File: src/rtl/rv32_pkg.sv
// Shared RV32 pipeline definitions: opcodes, NOP encoding and the hazard FSM states.
package rv32_pkg;

    localparam logic [6:0] OPC_LOAD   = 7'b0000011;
    localparam logic [6:0] OPC_STORE  = 7'b0100011;
    localparam logic [6:0] OPC_OP_IMM = 7'b0010011;
    localparam logic [6:0] OPC_OP     = 7'b0110011;
    localparam logic [6:0] OPC_BRANCH = 7'b1100011;
    localparam logic [6:0] OPC_JAL    = 7'b1101111;
    localparam logic [6:0] OPC_JALR   = 7'b1100111;

    // addi x0, x0, 0 -- what a flushed pipeline register holds
    localparam logic [31:0] NOP_INSTR = 32'h0000_0013;

    localparam int REG_IDX_W = 5;
    typedef logic [REG_IDX_W-1:0] reg_idx_t;

    typedef enum logic [1:0] {
        ST_RUN      = 2'd0,
        ST_MEM_WAIT = 2'd1,
        ST_DIV_BUSY = 2'd2
    } hz_state_e;

    function automatic logic is_load_use(input logic     mem_read,
                                         input reg_idx_t rd,
                                         input reg_idx_t rs1,
                                         input reg_idx_t rs2);
        return mem_read && (rd != '0) && ((rd == rs1) || (rd == rs2));
    endfunction

endpackage

File: src/rtl/hazard_ctrl_lat_counter.sv
// Loadable down-counter that times the E-stage divider; stops at zero.
module lat_counter #(
    parameter int W = 8
) (
    input  logic         clk_i,
    input  logic         rst_i,
    input  logic         load,
    input  logic [W-1:0] load_val,
    input  logic         dec,
    output logic         zero
);

    logic [W-1:0] count;

    // NOTE: sequential state uses non-blocking assignments so every flop samples pre-edge values.
    always_ff @(posedge clk_i or posedge rst_i) begin
        if (rst_i) begin
            count <= '0;
        end else if (load) begin
            count <= load_val;
        end else if (dec && (count != '0)) begin
            count <= count - 1'b1;
        end
    end

    assign zero = (count == '0);

endmodule

File: src/rtl/hazard_ctrl.sv
// Pipeline hazard controller: load-use bubbles, branch flushes, memory waits and
// multi-cycle divide stalls, plus a saturating stall-cycle performance counter.
module hazard_ctrl
    import rv32_pkg::*;
#(
    parameter int DIV_LATENCY = 33,
    parameter int CNT_W       = 32
) (
    input  logic             clk_i,
    input  logic             rst_i,
    input  logic [4:0]       rs1_d,
    input  logic [4:0]       rs2_d,
    input  logic [4:0]       rd_e,
    input  logic             mem_read_e,
    input  logic             branch_taken_e,
    input  logic             div_start_e,
    input  logic             mem_req_m,
    input  logic             mem_ready_m,
    output logic             stall_f,
    output logic             stall_d,
    output logic             stall_e,
    output logic             stall_m,
    output logic             flush_d,
    output logic             flush_e,
    output logic             div_done_e,
    output logic [CNT_W-1:0] stall_cnt_o
);

    localparam logic [7:0] DIV_LOAD_VAL = 8'(DIV_LATENCY - 1);

    hz_state_e state;
    logic      mem_wait;
    logic      load_use;
    logic      div_load;
    logic      div_dec;
    logic      div_zero;

    assign mem_wait = mem_req_m && !mem_ready_m;
    assign load_use = is_load_use(mem_read_e, rd_e, rs1_d, rs2_d);
    assign div_load = (state == ST_RUN) && !mem_wait && div_start_e;
    assign div_dec  = (state == ST_DIV_BUSY) && !div_zero;

    lat_counter #(.W(8)) u_div_cnt (
        .clk_i    (clk_i),
        .rst_i    (rst_i),
        .load     (div_load),
        .load_val (DIV_LOAD_VAL),
        .dec      (div_dec),
        .zero     (div_zero)
    );

    // Outputs are combinational from state and inputs so a bubble lands in the same cycle;
    // reset forces them low regardless of what the pipeline presents.
    always_comb begin
        // NOTE: every output gets a default first so no path leaves one unassigned (no latches).
        stall_f    = 1'b0;
        stall_d    = 1'b0;
        stall_e    = 1'b0;
        stall_m    = 1'b0;
        flush_d    = 1'b0;
        flush_e    = 1'b0;
        div_done_e = 1'b0;
        if (!rst_i) begin
            unique case (state)
                ST_RUN: begin
                    if (mem_wait) begin
                        {stall_f, stall_d, stall_e, stall_m} = 4'b1111;
                    end else if (div_start_e) begin
                        {stall_f, stall_d, stall_e} = 3'b111;
                    end else if (branch_taken_e) begin
                        {flush_d, flush_e} = 2'b11;
                    end else if (load_use) begin
                        {stall_f, stall_d, flush_e} = 3'b111;
                    end
                end
                ST_MEM_WAIT: begin
                    if (!mem_ready_m) begin
                        {stall_f, stall_d, stall_e, stall_m} = 4'b1111;
                    end
                end
                ST_DIV_BUSY: begin
                    if (div_zero) begin
                        div_done_e = 1'b1;
                    end else begin
                        {stall_f, stall_d, stall_e} = 3'b111;
                    end
                end
                default: ;
            endcase
        end
    end

    always_ff @(posedge clk_i or posedge rst_i) begin
        if (rst_i) begin
            state <= ST_RUN;
        end else begin
            unique case (state)
                ST_RUN: begin
                    if (mem_wait) begin
                        state <= ST_MEM_WAIT;
                    end else if (div_start_e) begin
                        state <= ST_DIV_BUSY;
                    end
                end
                ST_MEM_WAIT: if (mem_ready_m) state <= ST_RUN;
                ST_DIV_BUSY: if (div_zero)    state <= ST_RUN;
                default:                      state <= ST_RUN;
            endcase
        end
    end

    always_ff @(posedge clk_i or posedge rst_i) begin
        if (rst_i) begin
            stall_cnt_o <= '0;
        end else if (stall_f && (stall_cnt_o != '1)) begin
            stall_cnt_o <= stall_cnt_o + 1'b1;
        end
    end

endmodule

File: config.mk
export PLATFORM = sky130hd
export DESIGN_NAME = hazard_ctrl
export DESIGN_NICKNAME = d
export VERILOG_FILES = /design/src/rtl/rv32_pkg.sv /design/src/rtl/hazard_ctrl_lat_counter.sv /design/src/rtl/hazard_ctrl.sv
export SDC_FILE = /design/constraint.sdc
export NUM_CORES = 1
export LEC_CHECK = 0
export CAP_MARGIN = 25
export CORE_MARGIN = 8
export CORE_UTILIZATION = 39
export CTS_BUF_LIST = sky130_fd_sc_hd__clkbuf_2
export CTS_CLUSTER_DIAMETER = 30
export CTS_CLUSTER_SIZE = 16
export DETAILED_ROUTE_END_ITERATION = 10
export GPL_TIMING_DRIVEN = 0
export PLACE_DENSITY = 0.67
export SLEW_MARGIN = 5
export SYNTH_ARGS = -nofsm -noshare
export SYNTH_HDL_FRONTEND = slang
export SYNTH_SLANG_ARGS = --single-unit
File: constraint.sdc
create_clock -name clk_i -period 6.3 [get_ports clk_i]
set_clock_uncertainty 0.1 [all_clocks]
set_input_delay 0.63 -clock clk_i [delete_from_list [all_inputs] [get_ports clk_i]]
set_output_delay 0.63 -clock clk_i [all_outputs]
set_load 0.02 [all_outputs]
==> impl_summary.txt, run 1 <==
----------------------------------------------------
[Power and ir drop]
  Sw Pwr ... ~0.00030 W
  Int Pwr ... around 0.00052 W
  Total power ... 0.0008199 W
  Flop pwr share ... a little under half
  Clock power frac ... between 10% and 20%
  Net switching fraction of the power ... between 30% and 40%
  Max rail drop VDD ... 0.2043 mV
  P per Cell Area ... around 270 nW/µm²
  Combinational group share of total power ... 35.6%
  Leakage power summed over all cells ... 1.191 nW

[Logic synthesis]
  Post-synth top area cell ... sky130_fd_sc_hd__dfrtp_1
  Synth Register Bits ... 42
  EDFF count, synth ... 0
  Register area share after synthesis ... between 40% and 50%
  Share of synthesized registers carrying an async set or reset ... 100.0%
  Synthesized net count ... 249
  Compound-Gate Fraction of Synth Area ... between 4 and 5%
  Adder and majority gate portion of the synthesized area ... 1.115%
  Synth Flop Type ... sky130_fd_sc_hd__dfrtp_1
  Cell count after synthesis ... 225
  Top cell types by occurrence after synthesis ... sky130_fd_sc_hd__xnor2_1 (44), sky130_fd_sc_hd__dfrtp_1 (42), sky130_fd_sc_hd__nand2_1 (19), sky130_fd_sc_hd__nand3_1 (18), sky130_fd_sc_hd__nand4_1 (16)
  Proportion of synthesized area in mux cells ... less than 1%
  Yosys warnings ... 0
  Yosys top cell area share ... a little under half
  Dominant combinational cell family by area after synthesis ... simple AND/OR/NAND/NOR gates
  Synth Area in XOR/XNOR ... 17.17%
  Post-Synthesis Cell Area ... approximately 2200 µm²
  Distinct cell type count of the synthesized netlist ... 38
  Post-Synth Simple-Gate Area ... a little over a quarter
  Avg Synthesized Cell Area ... ~10 µm²
  Top-count cell post-synth ... sky130_fd_sc_hd__xnor2_1
  Biggest area contributors in the synthesized netlist ... sky130_fd_sc_hd__dfrtp_1 (47%), sky130_fd_sc_hd__xnor2_1 (17%), sky130_fd_sc_hd__nand4_1 (4.5%)

[Final layout]
  Post-Layout Cell Count ... 365
  Final net count ... about 320
  Antenna diode count ... 0
  Number of inserted filler cells in the final layout ... between 500 and 600
  Layout cell share with drive strength beyond 1 ... roughly 7.2%
  Synthesis-to-finish area growth ... 34.28%
  Layout Utilization ... between 50 and 60%

[Clock tree]
  Number of cells upsized or downsized after cts ... 0
  Clock input transition at the sequential cells of the worst setup and hold paths ... approximately 230 ps
  Insertion delay to the later sink of the worst-skew pair ... between 400 and 500 ps
  Number of hold-repair buffers added at the cts stage ... 0
  Number of buffers inserted by post-CTS setup repair ... 0
  Clock root buffer master ... sky130_fd_sc_hd__clkbuf_2
  Clock buffer count from CTS ... 5
  CTS H-tree depth ... 2
  Buffer depth of the longest clock path ... 2
  TritonCTS Sinks ... 42
  Clock tree from TritonCTS ... yes

[Timing]
  Upper clock frequency limit ... 259.0 MHz
  Hold_ws ... 370.0 ps
  Total count of max-transition violations in the final report ... 0
  Final setup vio count ... 0
  Final Cycle Share ... 61.28%
  Unrepaired setup endpoints after global routing ... false
  Measured slew at the worst slew-check pin ... 703.3 ps
  Total negative slack for setup checks ... 0 ps
  Relative slew slack ... roughly 53%
  Hold Vio Cnt, Final ... 0
  Shortest period the worst path allows ... roughly 3900 ps

[Floorplan]
  Effective utilization at floorplan ... around two fifths
  Die X-Extent ... between 90 and 100 µm
  Core box area ... 5540 µm²
  Die span in y ... about 92 µm
  Die area ... roughly 8400 µm²
  Top-level port count ... 61
  Floorplan row count ... 27

[Global routing]
  GRT Overall Usage ... between 10% and 20%
  First-pass GRT wire length ... between 9000 and 10,000 µm
  Initial antenna violation count ... 0
  Maximum number of pins on one net before global-route repair ... 40
  Via count of the first global-routing pass ... 1,994
  Gr ovfl total ... 0

[Min path]
  Class of the most critical hold timing path ... in2async

[Worst setup path]
  WS Path Type ... reg2out
  Crit path cell chain ... or4_1 > nor3_1 > a221oi_1 > a31o_2 > buf_2 > buf_4 > clkdlybuf4s50_1
  Critical path capture point type ... output pin
  Register-to-Register Setup Slack ... around 3800 ps
  Library cell contributing the largest single delay on the critical path ... sky130_fd_sc_hd__or4_1
  Worst stage delay on the critical path ... approximately 600 ps
  Arrival @ worst endpoint ... around 3100 ps
  Highest net fanout along the worst path ... 11
  Data required time of the worst path ... between 5000 and 6000 ps
  CP startpoint kind ... flop

[Routing]
  Vias per cell ... about 5.2
  Number of vias after detailed routing ... about 1,900
  Pre-antenna DRT Iters ... 4
  Routed length per placed instance ... 15.53 µm
  Post-route ant nets ... 0
  Remaining DRCs ... 0
  Final wirelength ... 5668 µm
  Count of routing violations after the opening detailed-route iteration ... 60

[Placed design]
  HPWL after DPL ... about 4300 µm
  Count of placed standard cells including taps ... 358
  Number of buffer cells added on primary ports ... 60
  Routability congestion estimate ... between 0.7 and 0.8

[Status]
  Status ... completed

[Job]
  Max-capacitance violation count ... 0

----------------------------------------------------
[cell type report]
cell class / count / area, µm² / area share [%]
Multi-Input combinational cell: 172 / 1142 / 37.90
Sequential cell: 42 / 1051 / 34.87
Inverter: 7 / 26.28 / 0.8717
Tap cell: 72 / 90.09 / 2.989
Clock buffer: 5 / 25.02 / 0.8302
Timing Repair Buffer: 61 / 620.6 / 20.59
Clock inverter: 2 / 33.78 / 1.121
Buffer: 4 / 25.02 / 0.8302
[path summary, 6_finish.rpt]
kind,start,end,cells after the start
hold reg to reg,stall_cnt_o[8]$_DFFE_PP0P_,stall_cnt_o[8]$_DFFE_PP0P_,1
max in group asynchronous,rst_i,stall_cnt_o[24]$_DFFE_PP0P_,3
min in group clk_i,stall_cnt_o[8]$_DFFE_PP0P_,stall_cnt_o[8]$_DFFE_PP0P_,1
setup reg to reg,stall_cnt_o[3]$_DFFE_PP0P_,stall_cnt_o[16]$_DFFE_PP0P_,6
hold / removal,rst_i,state[1]$_DFFE_PP0P_,2
setup / recovery,u_div_cnt.count[3]$_DFFE_PP0P_,stall_f,7
[through the flow]
step	setup WS [ps]	cell area [µm²]
3_5_place_dp	2528	2955
4_1_cts	2438	3014
5_1_grt	2267	3014
2_1_floorplan	3413	2245
3_3_place_gp	2186	2935
6_report	2439	3014
[cell usage in the layout (no fill, tap or decap), types with 2 or more instances in the layout]
cell,Yosys,final
sky130_fd_sc_hd__a21oi_1,4,4
sky130_fd_sc_hd__and2_1,4,4
sky130_fd_sc_hd__and3_1,7,7
sky130_fd_sc_hd__and4_1,3,3
sky130_fd_sc_hd__buf_2,2,2
sky130_fd_sc_hd__buf_4,2,2
sky130_fd_sc_hd__clkbuf_2,0,5
sky130_fd_sc_hd__clkdlybuf4s50_1,0,60
sky130_fd_sc_hd__dfrtp_1,42,42
sky130_fd_sc_hd__ha_1,2,2
sky130_fd_sc_hd__inv_1,7,6
sky130_fd_sc_hd__nand2_1,19,19
sky130_fd_sc_hd__nand3_1,18,18
sky130_fd_sc_hd__nand3b_1,3,3
sky130_fd_sc_hd__nand4_1,16,16
sky130_fd_sc_hd__nor2_1,13,13
sky130_fd_sc_hd__nor2b_1,2,2
sky130_fd_sc_hd__nor3_1,5,5
sky130_fd_sc_hd__nor3b_1,2,2
sky130_fd_sc_hd__nor4_1,4,4
sky130_fd_sc_hd__o21ai_0,7,7
sky130_fd_sc_hd__or4_1,2,2
sky130_fd_sc_hd__xnor2_1,44,44
[cells by family after synthesis]
logic type,count (synthesis)
simple gates,108
xor+xnor,44
flops,42
compound gates,17
buf+inv,11
fa+ha+maj,2
mux,1
[registers in the layout, indices dropped and copies added, names as in the netlist]
name,count
stall_cnt_o,32
state,2
u_div_cnt.count,8
[power groups by stage]
| stage | logic [W] | clock network, W | registers (W) |
|---|---|---|---|
| 3_3_place_gp | 0.000284 | 0 | 0.000377 |
| 4_1_cts | 0.000297 | 0.000157 | 0.000374 |
| 5_1_grt | 0.000329 | 0.000163 | 0.000385 |
| 6_report | 0.000292 | 0.000153 | 0.000375 |
| 2_1_floorplan | 0.000159 | 0 | 0.000391 |
| 3_5_place_dp | 0.000295 | 0 | 0.000379 |
[layer usage]
metal | global-route usage (%) | up-vias | share of wire, % | wire, µm
met5 | 0 | - | 0 | 0
met2 | 23.36 | 40 | 49 | 2788
li1 | - | 931 | - | -
met3 | 3.993 | 4 | 4.9 | 278
met1 | 17.17 | 931 | 45 | 2577
met4 | 3.758 | 0 | 0.41 | 23
[critical path, delay by kind of cell, from the launching register on]
kind / cells / cell delay [ps]
simple gates: 2 / 880
compound gates: 2 / 450
flops: 1 / 480
buf+inv: 3 / 890
(Power assumes the default switching activity.)
==> run 2, diff against run 1 <==
==> constraint.sdc (replaced) <==
create_clock -name clk_i -period 3.6 [get_ports clk_i]
set_clock_uncertainty 0.1 [all_clocks]
set_input_delay 0.36 -clock clk_i [delete_from_list [all_inputs] [get_ports clk_i]]
set_output_delay 0.36 -clock clk_i [all_outputs]
set_load 0.02 [all_outputs]
==> impl_summary.txt, run 2 (synthesis results as in run 1) <==
----------------------------------------------------
[Status]
  Status ... completed

[Job]
  Max-capacitance violation count ... 0 (unchanged)

[Global routing]
  First-pass GRT wire length ... 9708 µm (unchanged)
  Via count of the first global-routing pass ... 1,994 (unchanged)
  GRT Overall Usage ... 13.98% (unchanged)
  Initial antenna violation count ... 0 (unchanged)
  Gr ovfl total ... 0 (unchanged)
  Maximum number of pins on one net before global-route repair ... 40 (unchanged)

[Power and ir drop]
  P per Cell Area ... 475.6 nW/µm² (+75%)
  Leakage power summed over all cells ... 1.202 nW (+0.94%)
  Max rail drop VDD ... 0.3574 mV (+75%)

[Worst setup path]
  Critical path capture point type ... output pin
  Arrival @ worst endpoint ... 2950 ps (-180 ps)
  WS Path Type ... reg2out
  Worst stage delay on the critical path ... 610 ps (about the same)
  Buffering stage count on the worst path with inverters included ... 2 (-1)
  Reg2Reg Launch Point ... stall_cnt_o[3]$_DFFE_PP0P_
  Worst flop-to-flop path endpoint ... stall_cnt_o[16]$_DFFE_PP0P_
  Register-to-Register Setup Slack ... 1060 ps (-2730 ps)
  Library cell contributing the largest single delay on the critical path ... sky130_fd_sc_hd__or4_1
  Crit path cell chain ... or4_1 > nor3_2 > a221oi_1 > a31o_2 > buf_2 > clkdlybuf4s50_1
  Delay-heaviest family, CP ... simple AND/OR/NAND/NOR gates
  Data required time of the worst path ... 3140 ps (-2430 ps)
  Highest net fanout along the worst path ... 11 (unchanged)
  CP startpoint kind ... flop
  Depth of the worst register-to-register path ... 6 (unchanged)

[Routing]
  Number of vias after detailed routing ... 1,904 (-0.10%)
  Post-route ant nets ... 0 (unchanged)
  Final wirelength ... 5682 µm (+0.25%)
  Routed length per placed instance ... 15.57 µm (+0.25%)
  Count of routing violations after the opening detailed-route iteration ... 68 (+13%)
  Vias per cell ... 5.216 (-0.10%)
  Pre-antenna DRT Iters ... 4 (unchanged)
  Remaining DRCs ... 0 (unchanged)

[Clock tree]
  Clock input transition at the sequential cells of the worst setup and hold paths ... 230 ps (about the same)
  CTS H-tree depth ... 2 (unchanged)
  Clock tree from TritonCTS ... yes
  Insertion delay to the later sink of the worst-skew pair ... 430 ps (about the same)
  TritonCTS Sinks ... 42 (unchanged)
  Clock root buffer master ... sky130_fd_sc_hd__clkbuf_2
  Buffer depth of the longest clock path ... 2 (unchanged)
  Clock buffer count from CTS ... 5 (unchanged)
  Number of buffers inserted by post-CTS setup repair ... 0 (unchanged)

[Floorplan]
  Die area ... 8439 µm² (unchanged)
  Effective utilization at floorplan ... 40.51% (unchanged)
  Top-level port count ... 61 (unchanged)
  Die X-Extent ... 91.87 µm (unchanged)
  Core box area ... 5540 µm² (unchanged)
  Floorplan row count ... 27 (unchanged)
  Die span in y ... 91.87 µm (unchanged)

[Placed design]
  Number of buffer cells added on primary ports ... 60 (unchanged)
  Routability congestion estimate ... 0.7533 (unchanged)
  Count of placed standard cells including taps ... 358 (unchanged)
  HPWL after DPL ... 4315 µm (unchanged)

[Timing]
  Total negative slack for setup checks ... 0 ps (unchanged)
  Measured slew at the worst slew-check pin ... 699.9 ps (-3.444 ps)
  Final setup vio count ... 0 (unchanged)
  Hold Vio Cnt, Final ... 0 (unchanged)
  Shortest period the worst path allows ... about 3400 ps
  Relative slew slack ... 52.91% (+0.23 points)
  Total count of max-transition violations in the final report ... 0 (unchanged)
  Unrepaired setup endpoints after global routing ... false
  Upper clock frequency limit ... slightly below 300 MHz
  Final Cycle Share ... between 90% and 100%

[Final layout]
  Layout cell share with drive strength beyond 1 ... 7.850% (+0.68 points)
  Final net count ... 317 (unchanged)
  Commonest cells after routing, fill and taps aside ... sky130_fd_sc_hd__clkdlybuf4s50_1 (59), sky130_fd_sc_hd__xnor2_1 (44), sky130_fd_sc_hd__dfrtp_1 (41)
  Synthesis-to-finish area growth ... 34.67%
  Largest registers ... stall_cnt_o: 32 flops, u_div_cnt.count: 8 flops, state: 2 flops
  Commonest non-fill, non-tap cell in the layout ... sky130_fd_sc_hd__clkdlybuf4s50_1
  Antenna diode count ... 0 (unchanged)
  Top register by number of flip-flops ... stall_cnt_o
  Max reg flops ... 32 (unchanged)
  Number of inserted filler cells in the final layout ... 533 (-0.37%)
  Post-Layout Cell Count ... 365 (unchanged)

[Min path]
  Class of the most critical hold timing path ... in2async

----------------------------------------------------
-- run 2: cell count changes in the layout (fill, tap and decap cells not counted), sizes merged --
cell | before | now
clkdlybuf4s50 | 60 | 59
dlymetal6s2s | 0 | 1
-- run 2: timing repair --
item | 4_1_cts | 5_1_grt
gates resized for setup | 0 | 3
hold buffers | 0 | 0
hold endpoints to repair | 0 | 0
endpoints found under the setup margin | 0 | 2
-- run 2: area by class of cell --
class | count | area [µm²] | share of cell area (%)
inverter | 7 | 26.28 | 0.8692
buffer | 4 | 25.02 | 0.8278
clock buffer | 5 | 25.02 | 0.8278
sequential | 42 | 1052 | 34.81
multi-input combinational | 172 | 1147 | 37.96
clock inverter | 2 | 33.78 | 1.118
tap | 72 | 90.09 | 2.980
timing repair buffer | 61 | 623.1 | 20.61
-- run 2: worst max-delay path by stage --
| stage | startpoint | end | slack, ps | cells after the start |
|---|---|---|---|---|
| finish | u_div_cnt.count[3]$_DFFE_PP0P_ | stall_d | 190 | 6 |
| global route | u_div_cnt.count[0]$_DFFE_PP0P_ | stall_d | 20 | 8 |
| CTS | u_div_cnt.count[3]$_DFFE_PP0P_ | stall_f | 8 | 7 |
| detailed placement | rd_e[1] | stall_f | 370 | 7 |
| global placement | rst_i | div_done_e | 30 | 4 |
| floorplan | u_div_cnt.count[0]$_DFFE_PP0P_ | stall_f | 1020 | 8 |
-- run 2: layer usage --
| layer | part of all wire, % | vias up | track usage (%) | wire length (µm) |
|---|---|---|---|---|
| li1 | - | 931 | - | - |
| met1 | 45 | 927 | 17.17 | 2583 |
| met2 | 49 | 42 | 23.36 | 2781 |
| met3 | 5.2 | 4 | 3.993 | 293 |
| met4 | 0.40 | 0 | 3.758 | 23 |
| met5 | 0 | - | 0 | 0 |
-- run 2: report_power, final --
part / internal [W] / total [W] / leakage, nW / switching [W]
Combinational: 0.000242 / 0.000512 / 0.605 / 0.000270
Clock: 0.000112 / 0.000268 / 0.0365 / 0.000157
Sequential: 0.000555 / 0.000657 / 0.560 / 0.000102
-- run 2: per-stage QoR --
step | area (µm²) | utilization [%] | setup WS (ps) | total power (W) | hold WS, ps
global route | 3023 | 54.56 | 23.76 | 0.001538 | 113.8
global placement | 2935 | 52.98 | 26.43 | 0.001157 | 383.8
finish | 3023 | 54.56 | 186.8 | 0.001438 | 96.24
floorplan | 2245 | - | 1020 | 0.0009620 | 382.1
detailed placement | 2955 | 53.34 | 367.9 | 0.001180 | 385.3
CTS | 3014 | 54.40 | 7.599 | 0.001449 | 95.09
